[config.mk]
export PLATFORM = sky130hd
export DESIGN_NAME = rf_write_arbiter
export DESIGN_NICKNAME = d
export VERILOG_FILES = /design/src/rtl/rf_pkg.sv /design/src/rtl/wb_fifo.sv /design/src/rtl/rf_write_arbiter.sv
export SDC_FILE = /design/constraint.sdc
export NUM_CORES = 1
export LEC_CHECK = 0
export CORE_MARGIN = 8
export CORE_UTILIZATION = 55
export DETAILED_ROUTE_END_ITERATION = 8
export HOLD_SLACK_MARGIN = 0.1
export PLACE_DENSITY = 0.89
export SLEW_MARGIN = 20
export SYNTH_ARGS = -nofsm -noshare
export SYNTH_HDL_FRONTEND = slang
export SYNTH_SLANG_ARGS = --single-unit
[constraint.sdc]
create_clock -name clk -period 3.55 [get_ports clk]
set_clock_uncertainty 0.05 [all_clocks]
set_input_delay 0.5325 -clock clk [delete_from_list [all_inputs] [get_ports clk]]
set_output_delay 0.5325 -clock clk [all_outputs]
set_load 0.05 [all_outputs]
[src/rtl/rf_pkg.sv]
// Shared types and constants for the register-file writeback path.
// Entry layout is {sel, data}, sel in the upper bits.
package rf_pkg;
  localparam int REG_W    = 16;
  localparam int SEL_W    = 3;
  localparam int NUM_REGS = 1 << SEL_W;

  localparam logic SRC_A = 1'b0;
  localparam logic SRC_B = 1'b1;

  typedef struct packed {
    logic [SEL_W-1:0] sel;
    logic [REG_W-1:0] data;
  } wb_entry_t;
endpackage

[src/rtl/wb_fifo.sv]
// Small writeback queue with wrap-bit pointers.
// Also exposes per-slot occupancy and key bits for hazard tracking.
module wb_fifo #(
  parameter int DEPTH = 2,
  parameter int W     = 19,
  parameter int KW    = 3
) (
  input  logic              clk,
  input  logic              rst,
  input  logic              push,
  input  logic              pop,
  input  logic [W-1:0]      din,
  output logic [W-1:0]      head,
  output logic              full,
  output logic              empty,
  output logic [DEPTH-1:0]  occ,
  output logic [DEPTH*KW-1:0] keys
);
  localparam int AW = $clog2(DEPTH);

  logic [AW:0]   wp;
  logic [AW:0]   rp;
  logic [AW:0]   cnt;
  logic [W-1:0]  mem [DEPTH];

  assign empty = (wp == rp);
  assign full  = (wp[AW] != rp[AW]) &&
                 (wp[AW-1:0] == rp[AW-1:0]);
  assign cnt   = wp - rp;
  assign head  = mem[rp[AW-1:0]];

  // a slot is live if its distance from the read slot is below the count
  always_comb begin
    occ  = '0;
    keys = '0;
    for (int i = 0; i < DEPTH; i++) begin
      logic [AW-1:0] off;
      off = AW'(i) - rp[AW-1:0];
      occ[i] = ({1'b0, off} < cnt);
      keys[i*KW +: KW] = mem[i][W-1 -: KW];
    end
  end

  always_ff @(posedge clk or posedge rst) begin
    if (rst) begin
      wp <= '0;
      rp <= '0;
    end else begin
      if (push && !full)
        wp <= wp + 1'b1;
      if (pop && !empty)
        rp <= rp + 1'b1;
    end
  end

  always_ff @(posedge clk) begin
    if (push && !full)
      mem[wp[AW-1:0]] <= din;
  end
endmodule

[src/rtl/rf_write_arbiter.sv]
// Round-robin arbiter sharing the register-file write port
// between the ALU (A) and load (B) writeback queues.
module rf_write_arbiter
  import rf_pkg::*;
#(
  parameter int DEPTH = 2,
  parameter int DW    = REG_W,
  parameter int SW    = SEL_W
) (
  input  logic              clk,
  input  logic              rst,
  input  logic              a_valid,
  output logic              a_ready,
  input  logic [SW-1:0]     a_regsel,
  input  logic [DW-1:0]     a_data,
  input  logic              b_valid,
  output logic              b_ready,
  input  logic [SW-1:0]     b_regsel,
  input  logic [DW-1:0]     b_data,
  output logic              write,
  output logic [SW-1:0]     writeregsel,
  output logic [DW-1:0]     writedata,
  output logic [2**SW-1:0]  busy,
  output logic              err
);
  localparam int EW = SW + DW;

  logic [EW-1:0]       a_head, b_head;
  logic                a_full, a_empty;
  logic                b_full, b_empty;
  logic [DEPTH-1:0]    a_occ, b_occ;
  logic [DEPTH*SW-1:0] a_keys, b_keys;
  logic                grant_a, grant_b;
  logic                rr;
  logic                pa_stall, pb_stall;
  logic [EW-1:0]       pa_pl, pb_pl;

  assign a_ready = !a_full;
  assign b_ready = !b_full;

  wb_fifo #(.DEPTH(DEPTH), .W(EW), .KW(SW)) u_qa (
    .clk   (clk),
    .rst   (rst),
    .push  (a_valid && a_ready),
    .pop   (grant_a),
    .din   ({a_regsel, a_data}),
    .head  (a_head),
    .full  (a_full),
    .empty (a_empty),
    .occ   (a_occ),
    .keys  (a_keys)
  );

  wb_fifo #(.DEPTH(DEPTH), .W(EW), .KW(SW)) u_qb (
    .clk   (clk),
    .rst   (rst),
    .push  (b_valid && b_ready),
    .pop   (grant_b),
    .din   ({b_regsel, b_data}),
    .head  (b_head),
    .full  (b_full),
    .empty (b_empty),
    .occ   (b_occ),
    .keys  (b_keys)
  );

  always_comb begin
    grant_a = !a_empty && (b_empty || rr == SRC_A);
    grant_b = !b_empty && !grant_a;
  end

  always_ff @(posedge clk or posedge rst) begin
    if (rst) begin
      rr          <= SRC_A;
      write       <= 1'b0;
      writeregsel <= '0;
      writedata   <= '0;
    end else begin
      // pointer only moves on contested grants
      if (!a_empty && !b_empty)
        rr <= grant_a ? SRC_B : SRC_A;
      write <= grant_a || grant_b;
      unique case (1'b1)
        grant_a: {writeregsel, writedata} <= a_head;
        grant_b: {writeregsel, writedata} <= b_head;
        default: ;
      endcase
    end
  end

  // a payload change after a refused cycle breaks the handshake
  always_ff @(posedge clk or posedge rst) begin
    if (rst) begin
      pa_stall <= 1'b0;
      pb_stall <= 1'b0;
      pa_pl    <= '0;
      pb_pl    <= '0;
      err      <= 1'b0;
    end else begin
      pa_stall <= a_valid && !a_ready;
      pb_stall <= b_valid && !b_ready;
      pa_pl    <= {a_regsel, a_data};
      pb_pl    <= {b_regsel, b_data};
      if ((pa_stall && a_valid && ({a_regsel, a_data} != pa_pl)) ||
          (pb_stall && b_valid && ({b_regsel, b_data} != pb_pl)))
        err <= 1'b1;
    end
  end

  always_comb begin
    busy = '0;
    for (int e = 0; e < DEPTH; e++) begin
      if (a_occ[e])
        busy[a_keys[e*SW +: SW]] = 1'b1;
      if (b_occ[e])
        busy[b_keys[e*SW +: SW]] = 1'b1;
    end
    if (write)
      busy[writeregsel] = 1'b1;
  end
endmodule

==> metrics.txt, run 1 <==
Leakage 2.931 nW; # rows 38; Logic pwr share 0.479; IO Port Bufs 72; sw frac 0.4012; worst-margin pin slew 896.9 ps; Mapped Area 6052 um^2; CP endpoint kind output port; Sink Count 146; Diodes inserted 0; GPL Wtd Cong 0.8819; DRT Pass-1 Iters 4; share of post-route cells with drive strength above 1 0.1376; non-filler cells, final 656; WL final 12940 um; Nets 551; Hold Buf Count CTS 0; Yosys reg bits 146; multi-input logic area 1894 um^2; # Post-CTS Setup Buffers 0; WL per Instance 19.73 um; Power Dens Cells 1083 nW/um^2; Area growth syn-to-layout 23.40%; antenna violations before repair 0; drt drc 0; ys flop type edfxtp_1; Worst Setup Path Type register to output port; first-pass GRT wire length 20360 um; Top delay family on crit path buffers and inverters; WHS 274.6 ps; commonest non-fill, non-tap cell in the layout edfxtp_1; Root Driver clkbuf_8; VDD IR max 0.9347 mV; top-level I/O count 73; total of warnings raised by yosys 0; Initial Utilization 0.5607; Die X 120.9 um; slowest stage delay, CP 490 ps; Hold Vio Cnt, Final 0; worst-path fanout max 21; slew margin rel. 0.3998; Mapped Cells 415; worst slack at placement 622.1 ps; status finished clean; Final period util 0.9299; setup TNS 0 ps; Crit path required time 2970 ps; area of placed instances 6942 um^2; CP Buf/Inv Count 3; Fill cells 693; Die Y 120.9 um; Critical Path Slowest Stage Cell or4_1; number of synthesized flops with an enable pin 76; crit path DAT 2720 ps; vias in the first global route 3941; Worst setup SP type register; Synth Area per Inst 14.58 um^2; FF/Latch Area 4034 um^2; max-slew violation count 0; Seq pwr share 0.327; Design Area, Final 7468 um^2; sequential share of the synthesized area 0.6665; CTS buffer count 17; DR iter-0 viols 228; Clock Power Share 0.195; Total GRT Usage 0.1839; worst setup margin 248.7 ps; CTS-repair resized insts 0; TritonCTS clock tree built; most frequent cell on the critical path buf_4; placed cell count 624; synthesized net count 463; Util after Layout 0.6920; Congestion Overflow GR 0; Antenna Violating Nets Remaining 0; synth unique cells 39; Power, Total 8.091 mW; max-cap viol count 0; Vias/cell 5.524; DIE AREA 14620 um^2; most frequent cells in the layout 76 x edfxtp_1, 70 x dfrtp_1, 64 x clkdlybuf4s50_1; cell internal pwr 4.845 mW; sw power 3.246 mW; fraction of registers with async set/reset 0.4795; clk_lat worst skew 520 ps; DPL Wire Length 9303 um; Core Region 10790 um^2; DR vias 3624; largest net degree at the start of global routing 36; # setup viols final 0; HP Class primary input to asynchronous set/reset pin; fmax 302.9 MHz; register clock-pin slew on the reported worst setup and hold paths 60 ps; minimum clock period 3301 ps; worst-path cell chain buf_4 > inv_1 > ha_1 > o21ai_1 > nor3_1 > or4_1 > buf_4; RSZ-0062 raised after global routing false; Longest Clk Path Bufs 2; H-tree levels 4
[path summary, 6_finish.rpt]
kind,from,end,slack (ps),depth (start not counted)
worst max-delay path,u_qa.rp[0],busy[1],250,7
worst min-delay path,rst,pa_pl[0],270,2
worst max register to register,u_qa.rp[0],writedata[8],770,7
worst min register to register,u_qb.rp[1],u_qb.rp[1],450,1
max in group asynchronous,rst,u_qa.wp[0],2460,3
min in group clk,u_qb.rp[1],u_qb.rp[1],450,1
[logic make-up after synthesis]
family | synth area share
adders and majority gates | 0.01240
and+or+nand+nor | 0.07195
AOI/OAI and AO/OA | 0.05169
DFF | 0.6665
buffers and inverters | 0.02047
muxes | 0.1048
xor gates and xnor gates | 0.07215
[power groups by stage]
stage	clock [mW]	combinational, mW	sequential, mW
finish	1.58	3.87	2.64
global placement	0	3.73	2.64
global route	1.68	4.10	2.68
CTS	1.60	3.88	2.64
floorplan	0	2.47	2.96
detailed placement	0	3.84	2.66
[flip-flops by register name, summed over array words and instances (netlist names)]
register	count
u_qa.mem	38
u_qb.mem	38
pa_pl	19
pb_pl	19
writedata	16
writeregsel	3
u_qa.rp	2
u_qa.wp	2
u_qb.rp	2
u_qb.wp	2
err	1
pa_stall	1
pb_stall	1
rr	1
write	1
[layout make-up]
cell class	instances	area share
sequential	146	0.5401
clock inverter	6	0.007874
inverter	12	0.006031
tap	140	0.02345
timing repair buffer	81	0.1062
multi-input combinational	245	0.2536
clock buffer	26	0.06266
[Yosys cell counts, types with 2 or more instances]
cell | instances | area share
nand4_1 | 8 | 0.0083
o21ai_1 | 12 | 0.0099
ha_1 | 6 | 0.012
buf_6 | 3 | 0.0056
nand2b_1 | 15 | 0.016
a211oi_1 | 2 | 0.0025
dfrtp_1 | 70 | 0.29
o22ai_1 | 7 | 0.0072
a31oi_1 | 3 | 0.0031
nor2_1 | 15 | 0.0093
o21ai_0 | 4 | 0.0033
edfxtp_1 | 76 | 0.38
o221ai_1 | 5 | 0.0072
a21oi_1 | 2 | 0.0017
or3_1 | 2 | 0.0021
mux2i_1 | 36 | 0.060
o32ai_1 | 2 | 0.0029
nor3_1 | 12 | 0.0099
buf_2 | 5 | 0.0041
clkbuf_1 | 2 | 0.0012
o21ai_2 | 4 | 0.0058
inv_1 | 12 | 0.0074
mux2_2 | 3 | 0.0056
xnor2_1 | 38 | 0.055
mux2_4 | 16 | 0.040
xor2_1 | 10 | 0.014
nand2_1 | 29 | 0.018
nor4_1 | 5 | 0.0052
[metal layers]
| metal | vias to the layer above | GRT usage | part of all wire |
|---|---|---|---|
| met2 | 121 | 0.3054 | 0.51 |
| li1 | 1690 | - | - |
| met5 | - | 0 | 0 |
| met3 | 27 | 0.06329 | 0.053 |
| met4 | 0 | 0.08197 | 0.026 |
| met1 | 1786 | 0.2115 | 0.41 |
(Power assumes the default switching activity.)
==> run 2, diff against run 1 <==
Settings changed: SLEW_MARGIN 20 to 40.
==> metrics.txt, run 2 (synthesis gave the netlist of run 1 again) <==
drt drc 0 (unchanged); max-slew violation count 0 (unchanged); GPL Wtd Cong 0.8819 (unchanged); Longest Clk Path Bufs 2 (unchanged); CP endpoint kind output port; share of post-route cells with drive strength above 1 0.1393 (+0.001668); H-tree levels 4 (unchanged); WL per Instance 19.73 um (about the same); TritonCTS clock tree built; Crit path required time 2970 ps (about the same); register clock-pin slew on the reported worst setup and hold paths 60 ps (about the same); max-cap viol count 0 (unchanged); Initial Utilization 0.5607 (unchanged); DR iter-0 viols 226 (-0.88%); antenna violations before repair 0 (unchanged); Final period util 0.9367 (+0.006712); clk_lat worst skew 520 ps (about the same); DIE AREA 14620 um^2 (unchanged); Die X 120.9 um (unchanged); Design Area, Final 7483 um^2 (+0.20%); most frequent cells in the layout 76 x edfxtp_1, 70 x dfrtp_1, 64 x clkdlybuf4s50_1; HP Class primary input to asynchronous set/reset pin; CTS buffer count 17 (unchanged); area of placed instances 6942 um^2 (unchanged); Util after Layout 0.6934 (+0.001391); Core Region 10790 um^2 (unchanged); Area growth syn-to-layout 23.65%; DR vias 3637 (+0.36%); # rows 38 (unchanged); commonest non-fill, non-tap cell in the layout edfxtp_1; status finished clean; worst-margin pin slew 631.0 ps (-265.9 ps); crit path DAT 2740 ps (+20 ps); Sink Count 146 (unchanged); Antenna Violating Nets Remaining 0 (unchanged); Congestion Overflow GR 0 (unchanged); R2R setup slack 1050 ps (+280 ps); Leakage 2.938 nW (+0.25%); Worst setup SP type register; minimum clock period 3325 ps (+23.83 ps); Fill cells 686 (-1.0%); first-pass GRT wire length 20360 um (unchanged); DPL Wire Length 9303 um (unchanged); Nets 552 (+0.18%); setup TNS 0 ps (unchanged); largest net degree at the start of global routing 36 (unchanged); vias in the first global route 3941 (unchanged); VDD IR max 0.9321 mV (-0.29%); WL final 12960 um (+0.15%); Diodes inserted 0 (unchanged); DRT Pass-1 Iters 4 (unchanged); Hold Vio Cnt, Final 0 (unchanged); Root Driver clkbuf_8; Die Y 120.9 um (unchanged); Vias/cell 5.536 (+0.21%); worst slack at placement 622.1 ps (unchanged); Hold Buf Count CTS 0 (unchanged); worst setup margin 224.9 ps (-23.83 ps); RSZ-0062 raised after global routing false; slew margin rel. 0.5740 (+0.1742); # Post-CTS Setup Buffers 0 (unchanged); worst-path fanout max 21 (unchanged); Total GRT Usage 0.1839 (unchanged); IO Port Bufs 72 (unchanged); fmax 300.7 MHz (-0.72%); top-level I/O count 73 (unchanged); Power Dens Cells 1087 nW/um^2 (+0.34%); Worst Setup Path Type register to output port; # setup viols final 0 (unchanged)
==> run 2: path summary, 6_finish.rpt <==
check                            from            to  cells past startpoint
setup / recovery           u_qa.rp[0]       busy[1]                      7
hold reg to reg            u_qb.rp[1]    u_qb.rp[1]                      1
setup reg to reg           u_qa.rp[0]  writedata[0]                      8
hold / removal                    rst      pa_pl[9]                      2
min in group clk           u_qb.rp[1]    u_qb.rp[1]                      1
max in group asynchronous         rst  writedata[4]                      3
==> run 2: cell type report <==
type | count | area, um^2 | share of cell area
clock buffers | 26 | 467.9 | 0.06253
flip-flops and latches | 146 | 4034 | 0.5390
inverters | 12 | 45.04 | 0.006019
well taps | 140 | 175.2 | 0.02341
repair buffers | 82 | 808.3 | 0.1080
clock inverters | 6 | 58.81 | 0.007858
multi-input cells | 245 | 1894 | 0.2531
==> run 2: repair_timing <==
item	4_1_cts	5_1_grt
gates resized for setup	0	1
endpoints found under the hold margin	0	0
setup endpoints to repair	0	1
==> run 2: per-layer routing <==
metal	vias up	global-route usage	wire length, um
met1	1791	0.2115	5349
met5	-	0	0
met2	122	0.3054	6477
li1	1691	-	-
met4	0	0.08197	415
met3	33	0.06329	719
==> run 2: through the flow <==
| stage | instances | power, mW | hold slack, ps |
|---|---|---|---|
| final | 657 | 8.135 | 274.6 |
| after global routing | 657 | 8.509 | 290.5 |
| after CTS | 656 | 8.120 | 260.3 |
| after detailed placement | 624 | 6.502 | 432.9 |
| after global placement | 624 | 6.370 | 425.7 |
| after floorplan | 415 | 5.434 | 411.7 |
==> run 2: where the power goes <==
part           leakage, nW  total, mW  internal [mW]  switching (mW)
clock                0.261       1.57          0.962           0.610
sequential            1.52       2.65           2.34           0.307
combinational         1.16       3.92           1.57            2.34
==> run 2: critical path, stage by stage (launching register included) <==
cell	delay (ps)
dfrtp_1	360
buf_4	350
inv_1	130
ha_1	230
o21ai_1	360
nor3_1	70
or4_1	490
buf_4	210
==> run 3, diff against run 2 <==
Settings changed: SLEW_MARGIN 40 to 5.
==> results of run 3 <==
No change in the layout: final DEF, timing and power equal those of run 1.
